### config.mk
export PLATFORM = sky130hd
export DESIGN_NAME = dm_delay_line_ctrl
export DESIGN_NICKNAME = d
export VERILOG_FILES = /design/src/rtl/dm_dly_pkg.sv /design/src/rtl/dm_dly_gap_cnt.sv /design/src/rtl/dm_delay_line_ctrl.sv
export SDC_FILE = /design/constraint.sdc
export NUM_CORES = 1
export LEC_CHECK = 0
export ABC_AREA = 1
export CAP_MARGIN = 20
export CELL_PAD_IN_SITES_DETAIL_PLACEMENT = 0
export CELL_PAD_IN_SITES_GLOBAL_PLACEMENT = 1
export CORE_MARGIN = 2
export CORE_UTILIZATION = 41
export CTS_BUF_LIST = sky130_fd_sc_hd__clkbuf_4 sky130_fd_sc_hd__clkbuf_8 sky130_fd_sc_hd__clkbuf_16
export CTS_CLUSTER_DIAMETER = 150
export DETAILED_ROUTE_END_ITERATION = 7
export PLACE_DENSITY = 0.78
export SLEW_MARGIN = 20
export SYNTH_ARGS = -nofsm -noshare
export SYNTH_HDL_FRONTEND = slang
export SYNTH_HIERARCHICAL = 1
export SYNTH_SLANG_ARGS = --single-unit
### constraint.sdc
create_clock -name FAB_CLK -period 3.2 [get_ports FAB_CLK]
set_clock_uncertainty 0.05 [all_clocks]
set_input_delay 0.64 -clock FAB_CLK [delete_from_list [all_inputs] [get_ports FAB_CLK]]
set_output_delay 0.64 -clock FAB_CLK [all_outputs]
set_load 0.01 [all_outputs]
### src/rtl/dm_dly_pkg.sv
// Shared types and constants for the IOD delay-line tap controller.
package dm_dly_pkg;

    typedef enum logic [2:0] {
        ST_IDLE,
        ST_LOAD,
        ST_SETUP,
        ST_PULSE,
        ST_GAP,
        ST_DONE
    } dly_state_t;

    localparam logic DIR_INC = 1'b1;
    localparam logic DIR_DEC = 1'b0;

    // Wide enough for the largest settle gap (15 cycles).
    localparam int GAP_CNT_W = 4;

endpackage

### src/rtl/dm_dly_gap_cnt.sv
// Down-counter timing the settle gap after each delay-line MOVE pulse.
module dm_dly_gap_cnt
    import dm_dly_pkg::*;
#(
    parameter int CNT_W = GAP_CNT_W
) (
    input  logic             clk,
    input  logic             rst,
    input  logic             load,
    input  logic [CNT_W-1:0] load_val,
    output logic             expire
);

    logic [CNT_W-1:0] cnt;

    always_ff @(posedge clk) begin
        if (rst) begin
            cnt <= '0;
        end else if (load) begin
            cnt <= load_val;
        end else if (cnt != '0) begin
            cnt <= cnt - 1'b1;
        end
    end

    // High during the final gap cycle so the FSM leaves GAP on the next edge.
    assign expire = (cnt == CNT_W'(1));

endmodule

### src/rtl/dm_delay_line_ctrl.sv
// Steps an IOD delay line to a requested tap with MOVE/LOAD pulses and a settle gap.
// Optional build macro DM_DLY_CTRL_AUTO_RELOAD_EN: reload the line after an out-of-range abort.
module dm_delay_line_ctrl
    import dm_dly_pkg::*;
#(
    parameter int TAP_W     = 8,
    parameter int RESET_TAP = 1,
    parameter int MAX_TAP   = 255,
    parameter int MOVE_GAP  = 3
) (
    input  logic             FAB_CLK,
    input  logic             TX_SYNC_RST,
    input  logic             REQ_VALID,
    output logic             REQ_READY,
    input  logic [TAP_W-1:0] REQ_TAP,
    input  logic             REQ_LOAD,
    output logic             DONE,
    output logic             ERR,
    output logic [TAP_W-1:0] CUR_TAP,
    output logic             DELAY_LINE_MOVE,
    output logic             DELAY_LINE_DIRECTION,
    output logic             DELAY_LINE_LOAD,
    input  logic             DELAY_LINE_OUT_OF_RANGE
);

    localparam logic [TAP_W:0]     MAX_TAP_X = (TAP_W+1)'(MAX_TAP);
    localparam logic [TAP_W-1:0]   RESET_V   = TAP_W'(RESET_TAP);
    localparam logic [GAP_CNT_W-1:0] GAP_V   = GAP_CNT_W'(MOVE_GAP);

    dly_state_t       state;
    logic [TAP_W-1:0] target;
    logic             abort_pend;
    logic             gap_load;
    logic             gap_expire;
    logic [TAP_W-1:0] step_tap;

    assign gap_load = (state == ST_PULSE);
    assign step_tap = (DELAY_LINE_DIRECTION == DIR_INC) ? CUR_TAP + 1'b1 : CUR_TAP - 1'b1;

    dm_dly_gap_cnt #(
        .CNT_W (GAP_CNT_W)
    ) u_gap_cnt (
        .clk      (FAB_CLK),
        .rst      (TX_SYNC_RST),
        .load     (gap_load),
        .load_val (GAP_V),
        .expire   (gap_expire)
    );

    always_ff @(posedge FAB_CLK) begin
        if (TX_SYNC_RST) begin
            state                <= ST_IDLE;
            CUR_TAP              <= RESET_V;
            ERR                  <= 1'b0;
            DONE                 <= 1'b0;
            DELAY_LINE_MOVE      <= 1'b0;
            DELAY_LINE_LOAD      <= 1'b0;
            DELAY_LINE_DIRECTION <= DIR_DEC;
            REQ_READY            <= 1'b1;
            abort_pend           <= 1'b0;
        end else begin
            DONE            <= 1'b0;
            DELAY_LINE_MOVE <= 1'b0;
            DELAY_LINE_LOAD <= 1'b0;
            case (state)
                ST_IDLE: begin
                    if (REQ_VALID) begin
                        REQ_READY  <= 1'b0;
                        ERR        <= 1'b0;
                        target     <= REQ_TAP;
                        abort_pend <= 1'b0;
                        // Range check wins over LOAD: an illegal target touches nothing.
                        if ({1'b0, REQ_TAP} > MAX_TAP_X) begin
                            ERR   <= 1'b1;
                            DONE  <= 1'b1;
                            state <= ST_DONE;
                        end else if (REQ_LOAD) begin
                            DELAY_LINE_LOAD <= 1'b1;
                            CUR_TAP         <= RESET_V;
                            state           <= ST_LOAD;
                        end else if (REQ_TAP == CUR_TAP) begin
                            DONE  <= 1'b1;
                            state <= ST_DONE;
                        end else begin
                            DELAY_LINE_DIRECTION <= (REQ_TAP > CUR_TAP) ? DIR_INC : DIR_DEC;
                            state                <= ST_SETUP;
                        end
                    end
                end
                ST_LOAD: begin
                    if (abort_pend || (target == CUR_TAP)) begin
                        DONE  <= 1'b1;
                        state <= ST_DONE;
                    end else begin
                        DELAY_LINE_DIRECTION <= (target > CUR_TAP) ? DIR_INC : DIR_DEC;
                        state                <= ST_SETUP;
                    end
                end
                ST_SETUP: begin
                    DELAY_LINE_MOVE <= 1'b1;
                    state           <= ST_PULSE;
                end
                ST_PULSE: begin
                    state <= ST_GAP;
                end
                ST_GAP: begin
                    if (DELAY_LINE_OUT_OF_RANGE) begin
                        // The IOD refused the step, so the tracked tap stays put.
                        ERR <= 1'b1;
`ifdef DM_DLY_CTRL_AUTO_RELOAD_EN
                        abort_pend      <= 1'b1;
                        DELAY_LINE_LOAD <= 1'b1;
                        CUR_TAP         <= RESET_V;
                        state           <= ST_LOAD;
`else
                        DONE  <= 1'b1;
                        state <= ST_DONE;
`endif
                    end else if (gap_expire) begin
                        CUR_TAP <= step_tap;
                        if (step_tap == target) begin
                            DONE  <= 1'b1;
                            state <= ST_DONE;
                        end else begin
                            DELAY_LINE_DIRECTION <= (target > step_tap) ? DIR_INC : DIR_DEC;
                            state                <= ST_SETUP;
                        end
                    end
                end
                ST_DONE: begin
                    REQ_READY <= 1'b1;
                    state     <= ST_IDLE;
                end
                default: begin
                    REQ_READY <= 1'b1;
                    state     <= ST_IDLE;
                end
            endcase
        end
    end

endmodule

==> reports/metrics.json, run 1 <==
{
  "outcome": {"value": "finished clean"},
  "grt_start_max_net_pins": {"value": 12},
  "ys_ff_latch": {"value": 29},
  "grt-busiest-layer": {"value": "met2"},
  "floorplan_die_width": {"value": 78.8, "unit": "um"},
  "antenna_cells_inserted": {"value": 0},
  "antenna_violating_nets_post_route": {"value": 0},
  "grt-ovfl-total": {"value": 0},
  "design.core.area": {"value": 0.00544, "unit": "mm2"},
  "grt_util_met2": {"value": 33.6, "unit": "%"},
  "setup_slack": {"value": 0.433, "unit": "ns"},
  "gp_congestion": {"value": 0.818},
  "synth_warnings": {"value": 6},
  "layout.cells.most_common": {"value": "sky130_fd_sc_hd__nand2_1"},
  "post_cts.resized_instances": {"value": 0},
  "dpl.hpwl": {"value": 4310, "unit": "um"},
  "cts_setup_buffers": {"value": 0},
  "finalHoldViolations": {"value": 0},
  "number_of_placed_i_o_pins": {"value": 27},
  "path_class": {"value": "reg -> reg"},
  "tritoncts": {"value": "yes"},
  "synth_sequential_area_ratio": {"value": 28.8, "unit": "%"},
  "required": {"value": 3.33, "unit": "ns"},
  "final.min_clock_period": {"value": 2.77, "unit": "ns"},
  "netlist_area": {"value": 0.00229, "unit": "mm2"},
  "route.vias.total": {"value": 2044},
  "cts_hold_buffers": {"value": 0},
  "root_buffer": {"value": "sky130_fd_sc_hd__clkbuf_8"},
  "end_kind": {"value": "flop"},
  "p_per_area": {"value": 511, "unit": "mW/mm2"},
  "max_slew.worst_pin.slew": {"value": 0.695, "unit": "ns"},
  "top_ff_cell_synth": {"value": "sky130_fd_sc_hd__dfxtp_1"},
  "finalCritPeriodShare": {"value": 86.5, "unit": "%"},
  "drc": {"value": 0},
  "placement.cell_area": {"value": 0.00266, "unit": "mm2"},
  "grt_pass1_wl": {"value": 9200, "unit": "um"},
  "final_max_slew_viol_count": {"value": 0},
  "grt_pass1_vias": {"value": 1968},
  "critPathMaxFanout": {"value": 8},
  "ir_drop": {"value": 198, "unit": "uV"},
  "fp.dieArea": {"value": 0.00620, "unit": "mm2"},
  "clock_insertion_delay_worst_skew": {"value": 0.29, "unit": "ns"},
  "die_h": {"value": 78.8, "unit": "um"},
  "drt_first_iter_violations": {"value": 79},
  "multiInputGateArea": {"value": 0.00143, "unit": "mm2"},
  "sequential_cell_area": {"value": 661, "unit": "um2"},
  "leakagePower": {"value": 0.00136, "unit": "uW"},
  "wl": {"value": 5380, "unit": "um"},
  "synth_enable_flop_cells": {"value": 8},
  "critPathArrivalTime": {"value": 2.89, "unit": "ns"},
  "drive_above_1_share": {"value": 7.24, "unit": "%"},
  "final.fill_count": {"value": 541},
  "initial_utilization": {"value": 42.1, "unit": "%"},
  "most-common-layout-cells": {"value": "sky130_fd_sc_hd__nand2_1, sky130_fd_sc_hd__inv_1, sky130_fd_sc_hd__ha_1, sky130_fd_sc_hd__a21oi_1, sky130_fd_sc_hd__clkdlybuf4s50_1"},
  "htree_num_levels": {"value": 2},
  "track_usage": {"value": 19.3, "unit": "%"},
  "dp_worst_setup_slack": {"value": 0.430, "unit": "ns"},
  "syn_inst_count": {"value": 322},
  "io_buffers": {"value": 26},
  "timing.final.setup_violations": {"value": 0},
  "syn_area_per_cell": {"value": 7.11, "unit": "um2"},
  "cts.clk_slew.worst_paths": {"value": 0.07, "unit": "ns"},
  "cts_max_path_buffers": {"value": 2},
  "synthToLayoutAreaGrowth": {"value": 21.1, "unit": "%"},
  "cap_violations": {"value": 0},
  "grt_antenna_before_repair": {"value": 0},
  "grt_use_met1": {"value": 23.6, "unit": "%"},
  "globalRouteMet3Util": {"value": 3.75, "unit": "%"},
  "clock-sinks": {"value": 29},
  "cts_buffers": {"value": 5},
  "detailed_router_iteration_count_before_antenna_repair": {"value": 4},
  "post-route-cell-area": {"value": 0.00278, "unit": "mm2"},
  "cp-start-kind": {"value": "flop"},
  "avgViaCountPerCell": {"value": 4.74},
  "fmax": {"value": 361, "unit": "MHz"},
  "worstHoldPathType": {"value": "reg -> reg"},
  "fin_setup_tns": {"value": 0, "unit": "ns"},
  "final_nets": {"value": 405},
  "synthDistinctLibCells": {"value": 32},
  "post_drt_wl_per_cell": {"value": 12.5, "unit": "um"},
  "async_flop_share": {"value": 0, "unit": "%"},
  "timing.max_slew.rel_slack": {"value": 53.3, "unit": "%"},
  "grt_setup_unrepaired": {"value": "false"},
  "fp-row-count": {"value": 27}
}
## path summary, 6_finish.rpt
path	startpoint	end	slack, ns	cells after the start
worst max-delay path	DELAY_LINE_DIRECTION	state[1]	0.43	14
worst max register to register	DELAY_LINE_DIRECTION	state[1]	0.43	14
worst min register to register	ERR	ERR	0.42	2
worst min-delay path	ERR	ERR	0.42	2
## through the flow
step	std cells	hold WS (ns)	power, uW	utilization [%]
after global routing	431	0.447	1550	51.0
after global placement	423	0.411	1040	48.9
final	431	0.423	1420	51.0
after CTS	431	0.425	1430	51.0
after floorplan	324	0.421	899	-
after detailed placement	423	0.409	1040	48.9
## where the power goes
| group | internal, uW | switching, uW |
|---|---|---|
| registers | 415 | 32.4 |
| clock network | 231 | 151 |
| logic | 236 | 353 |
| total | 882 | 537 |
## final cells by class
cell class	instances	area share, %
Sequential cell	29	23.8
Timing Repair Buffer	28	9.92
Tap cell	72	3.25
Multi-Input combinational cell	240	51.6
Inverter	54	7.30
Clock buffer	8	4.15
## per-layer routing
layer | part of all wire, % | wire, um
met1 | 48 | 2580
met2 | 47 | 2540
met3 | 3.0 | 164
met4 | 1.9 | 100
met5 | 0 | 0
## synth_stat cells, types with 2 or more instances
master	n	area [um2]
sky130_fd_sc_hd__a21oi_1	29	145
sky130_fd_sc_hd__o21bai_1	2	15.0
sky130_fd_sc_hd__o21a_1	3	22.5
sky130_fd_sc_hd__nand2_4	2	22.5
sky130_fd_sc_hd__edfxtp_1	8	240
sky130_fd_sc_hd__o211ai_1	2	15.0
sky130_fd_sc_hd__nor2_1	24	90.1
sky130_fd_sc_hd__o21ai_0	6	30.0
sky130_fd_sc_hd__nand3_1	19	95.1
sky130_fd_sc_hd__inv_1	51	191
sky130_fd_sc_hd__conb_1	2	7.51
sky130_fd_sc_hd__nand3b_1	2	15.0
sky130_fd_sc_hd__dfxtp_1	21	420
sky130_fd_sc_hd__nor2_2	3	18.8
sky130_fd_sc_hd__ha_1	33	413
sky130_fd_sc_hd__nand4_1	4	25.0
sky130_fd_sc_hd__nand3_2	3	30.0
sky130_fd_sc_hd__nor3_1	3	15.0
sky130_fd_sc_hd__xor2_1	4	35.0
sky130_fd_sc_hd__nand2_1	87	327
sky130_fd_sc_hd__inv_2	3	11.3
## logic make-up after synthesis
| family | count (synthesis) | share of synthesized area, % |
|---|---|---|
| flops | 29 | 28.8 |
| compound gates | 44 | 10.6 |
| buf+inv | 55 | 9.01 |
| fa+ha+maj | 34 | 18.9 |
| other cells | 2 | 0.328 |
| xor+xnor | 4 | 1.53 |
| simple gates | 154 | 30.8 |
## flip-flops by register name, indices dropped and copies added, names as in the netlist
| signal | flops |
|---|---|
| DELAY_LINE_MOVE | 1 |
| target | 8 |
| state | 3 |
| u_gap_cnt/cnt | 4 |
| DELAY_LINE_DIRECTION | 1 |
| REQ_READY | 1 |
| DONE | 1 |
| CUR_TAP | 8 |
| DELAY_LINE_LOAD | 1 |
| ERR | 1 |
## worst max-delay path, cell delays in order, from the launching register on
cell and delay (ns):
sky130_fd_sc_hd__dfxtp_1 0.37, sky130_fd_sc_hd__inv_1 0.16, sky130_fd_sc_hd__ha_1 0.42, sky130_fd_sc_hd__a21oi_1 0.11, sky130_fd_sc_hd__or2_2 0.29, sky130_fd_sc_hd__nand4_1 0.10, sky130_fd_sc_hd__nand2_1 0.07, sky130_fd_sc_hd__ha_1 0.26
sky130_fd_sc_hd__nand2_1 0.06, sky130_fd_sc_hd__nor2_1 0.22, sky130_fd_sc_hd__a21oi_1 0.13, sky130_fd_sc_hd__nand2_1 0.08, sky130_fd_sc_hd__nand3_1 0.06, sky130_fd_sc_hd__o21ai_0 0.21, sky130_fd_sc_hd__nor2_1 0.07
(Power assumes the default switching activity.)
==> run 2, diff against run 1 <==
--- a/config.mk
+++ b/config.mk
@@ -7,7 +7,7 @@
 export LEC_CHECK = 0
 export ABC_AREA = 1
 export CAP_MARGIN = 20
-export CELL_PAD_IN_SITES_DETAIL_PLACEMENT = 0
+export CELL_PAD_IN_SITES_DETAIL_PLACEMENT = 1
 export CELL_PAD_IN_SITES_GLOBAL_PLACEMENT = 1
 export CORE_MARGIN = 2
 export CORE_UTILIZATION = 41
@@ -15,6 +15,7 @@
 export CTS_CLUSTER_DIAMETER = 150
 export DETAILED_ROUTE_END_ITERATION = 7
 export PLACE_DENSITY = 0.78
+export SKIP_CTS_REPAIR_TIMING = 1
 export SLEW_MARGIN = 20
 export SYNTH_ARGS = -nofsm -noshare
 export SYNTH_HDL_FRONTEND = slang
==> reports/metrics.json, run 2 (synthesis gave the netlist of run 1 again) <==
{
  "fin_setup_tns": {"value": 0, "unit": "ns", "change": "unchanged"},
  "finalHoldViolations": {"value": 0, "change": "unchanged"},
  "number_of_placed_i_o_pins": {"value": 27, "change": "unchanged"},
  "detailed_router_iteration_count_before_antenna_repair": {"value": 4, "change": "unchanged"},
  "crit_path_cell_trace": {"value": "inv_1 > ha_1 > a21oi_1 > or2_2 > nand4_1 > nand2_1 > ha_1 > nand2_1 > nor2_1 > a21oi_1 > nand2_1 > nand3_1 > o21ai_0 > nor2_1"},
  "timing.final.setup_violations": {"value": 0, "change": "unchanged"},
  "final.min_clock_period": {"value": 2.82, "unit": "ns", "change": "+0.0541 ns"},
  "path_class": {"value": "reg -> reg"},
  "finalCoreUtilization": {"value": 50.5, "unit": "%", "change": "-0.55 points"},
  "cts_max_path_buffers": {"value": 2, "change": "unchanged"},
  "clock_insertion_delay_worst_skew": {"value": 0.29, "unit": "ns", "change": "about the same"},
  "crit_path_frequent_cell": {"value": "sky130_fd_sc_hd__nand2_1"},
  "final_nets": {"value": 405, "change": "unchanged"},
  "critPathMaxFanout": {"value": 8, "change": "unchanged"},
  "die_h": {"value": 78.8, "unit": "um", "change": "unchanged"},
  "cts.clk_slew.worst_paths": {"value": 0.07, "unit": "ns", "change": "about the same"},
  "wl": {"value": 6090, "unit": "um", "change": "+13%"},
  "initial_utilization": {"value": 42.1, "unit": "%", "change": "unchanged"},
  "drt_first_iter_violations": {"value": 65, "change": "-18%"},
  "top_regs": {"value": "CUR_TAP (8), target (8), u_gap_cnt/cnt (4)"},
  "outcome": {"value": "finished clean"},
  "timing.max_slew.rel_slack": {"value": 57.8, "unit": "%", "change": "+4.5 points"},
  "tritoncts": {"value": "yes"},
  "grt-ovfl-total": {"value": 0, "change": "unchanged"},
  "antenna_violating_nets_post_route": {"value": 0, "change": "unchanged"},
  "most-common-layout-cells": {"value": "sky130_fd_sc_hd__nand2_1, sky130_fd_sc_hd__inv_1, sky130_fd_sc_hd__ha_1, sky130_fd_sc_hd__a21oi_1, sky130_fd_sc_hd__clkdlybuf4s50_1"},
  "post_drt_wl_per_cell": {"value": 14.1, "unit": "um", "change": "+13%"},
  "floorplan_die_width": {"value": 78.8, "unit": "um", "change": "unchanged"},
  "drc": {"value": 0, "change": "unchanged"},
  "track_usage": {"value": 21.7, "unit": "%", "change": "+2.4 points"},
  "leakagePower": {"value": 0.00135, "unit": "uW", "change": "-0.87%"},
  "htree_num_levels": {"value": 2, "change": "unchanged"},
  "fp-row-count": {"value": 27, "change": "unchanged"},
  "end_kind": {"value": "flop"},
  "final_max_slew_viol_count": {"value": 0, "change": "unchanged"},
  "cp-start-kind": {"value": "flop"},
  "io_buffers": {"value": 26, "change": "unchanged"},
  "grt_setup_unrepaired": {"value": "false"},
  "ir_drop": {"value": 237, "unit": "uV", "change": "+20%"},
  "grt_antenna_before_repair": {"value": 0, "change": "unchanged"},
  "antenna_cells_inserted": {"value": 0, "change": "unchanged"},
  "avgViaCountPerCell": {"value": 4.97, "change": "+4.9%"},
  "layout.cells.most_common": {"value": "sky130_fd_sc_hd__nand2_1"},
  "design.core.area": {"value": 0.00544, "unit": "mm2", "change": "unchanged"},
  "fmax": {"value": 355, "unit": "MHz", "change": "-1.9%"},
  "dpl.hpwl": {"value": 4930, "unit": "um", "change": "+14%"},
  "setup_slack": {"value": 0.379, "unit": "ns", "change": "-0.0541 ns"},
  "cap_violations": {"value": 0, "change": "unchanged"},
  "worstHoldPathType": {"value": "reg -> reg"},
  "placement.cell_area": {"value": 0.00266, "unit": "mm2", "change": "unchanged"},
  "grt_pass1_vias": {"value": 2212, "change": "+12%"},
  "max_slew.worst_pin.slew": {"value": 0.629, "unit": "ns", "change": "-0.0666 ns"},
  "critical_path.n_buffers_inverters": {"value": 1, "change": "unchanged"},
  "cts_buffers": {"value": 5, "change": "unchanged"},
  "crit_family": {"value": "simple AND/OR/NAND/NOR gates"},
  "synthToLayoutAreaGrowth": {"value": 19.8, "unit": "%"},
  "critPathArrivalTime": {"value": 2.94, "unit": "ns", "change": "+0.05 ns"},
  "root_buffer": {"value": "sky130_fd_sc_hd__clkbuf_8"},
  "required": {"value": 3.32, "unit": "ns", "change": "about the same"},
  "gp_congestion": {"value": 0.818, "change": "unchanged"},
  "post-route-cell-area": {"value": 0.00275, "unit": "mm2", "change": "-1.1%"},
  "clock-sinks": {"value": 29, "change": "unchanged"},
  "grt_pass1_wl": {"value": 10400, "unit": "um", "change": "+13%"},
  "route.vias.total": {"value": 2144, "change": "+4.9%"},
  "grt_start_max_net_pins": {"value": 12, "change": "unchanged"},
  "finalCritPeriodShare": {"value": 88.1, "unit": "%", "change": "+1.7 points"},
  "drive_above_1_share": {"value": 7.24, "unit": "%", "change": "unchanged"},
  "dp_worst_setup_slack": {"value": 0.407, "unit": "ns", "change": "-0.0229 ns"},
  "fp.dieArea": {"value": 0.00620, "unit": "mm2", "change": "unchanged"},
  "p_per_area": {"value": 499, "unit": "mW/mm2", "change": "-2.4%"},
  "critical-path-slowest-cell": {"value": "sky130_fd_sc_hd__ha_1"},
  "critPathMaxStageDelay": {"value": 0.44, "unit": "ns", "change": "+0.02 ns"}
}
-- run 2: changes by cell type in the layout (fill, tap and decap cells not counted) --
cell and change:
sky130_fd_sc_hd__clkinv_2 +2, sky130_fd_sc_hd__clkbuf_16 -1, sky130_fd_sc_hd__clkbuf_4 -1, sky130_fd_sc_hd__clkbuf_8 -1, sky130_fd_sc_hd__inv_4 +1
-- run 2: area by class of cell --
class	instances	area, um2
multi-input combinational	240	1430
inverter	54	203
clock inverter	3	16.3
tap	72	90.1
sequential	29	661
timing repair buffer	28	275
clock buffer	5	68.8
fill	700	2690
-- run 2: per-stage QoR --
step                instances  total power [uW]  hold slack, ns
CTS                       431              1390           0.435
floorplan                 324               899           0.421
global placement          423              1040           0.411
global route              431              1500           0.465
detailed placement        423              1060           0.415
finish                    431              1370           0.433
-- run 2: where the power goes --
| group | total [uW] | switching [uW] | internal (uW) |
|---|---|---|---|
| combinational | 608 | 370 | 238 |
| clock | 312 | 161 | 151 |
| sequential | 450 | 34.7 | 415 |
| total | 1370 | 566 | 804 |
-- run 2: worst reg2reg max path, cell delays in order (launching register included) --
cell,delay (ns)
sky130_fd_sc_hd__dfxtp_1,0.37
sky130_fd_sc_hd__inv_1,0.16
sky130_fd_sc_hd__ha_1,0.44
sky130_fd_sc_hd__a21oi_1,0.12
sky130_fd_sc_hd__or2_2,0.30
sky130_fd_sc_hd__nand4_1,0.10
sky130_fd_sc_hd__nand2_1,0.07
sky130_fd_sc_hd__ha_1,0.26
sky130_fd_sc_hd__nand2_1,0.06
sky130_fd_sc_hd__nor2_1,0.21
sky130_fd_sc_hd__a21oi_1,0.12
sky130_fd_sc_hd__nand2_1,0.07
sky130_fd_sc_hd__nand3_1,0.07
sky130_fd_sc_hd__o21ai_0,0.23
sky130_fd_sc_hd__nor2_1,0.07
-- run 2: metal layers --
| layer | vias to the layer above | routed length, um | global-route usage (%) |
|---|---|---|---|
| met4 | 0 | 126 | 7.72 |
| li1 | 1108 | - | - |
| met5 | - | 0 | 0 |
| met3 | 12 | 158 | 3.75 |
| met1 | 995 | 2830 | 26.0 |
| met2 | 29 | 2980 | 38.7 |
-- run 2: path summary, 6_finish.rpt --
path / startpoint / end / slack (ns) / depth (start not counted)
worst max-delay path: DELAY_LINE_DIRECTION / state[1] / 0.38 / 14
worst min-delay path: REQ_READY / REQ_READY / 0.43 / 2
worst max register to register: DELAY_LINE_DIRECTION / state[1] / 0.38 / 14
worst min register to register: REQ_READY / REQ_READY / 0.43 / 2
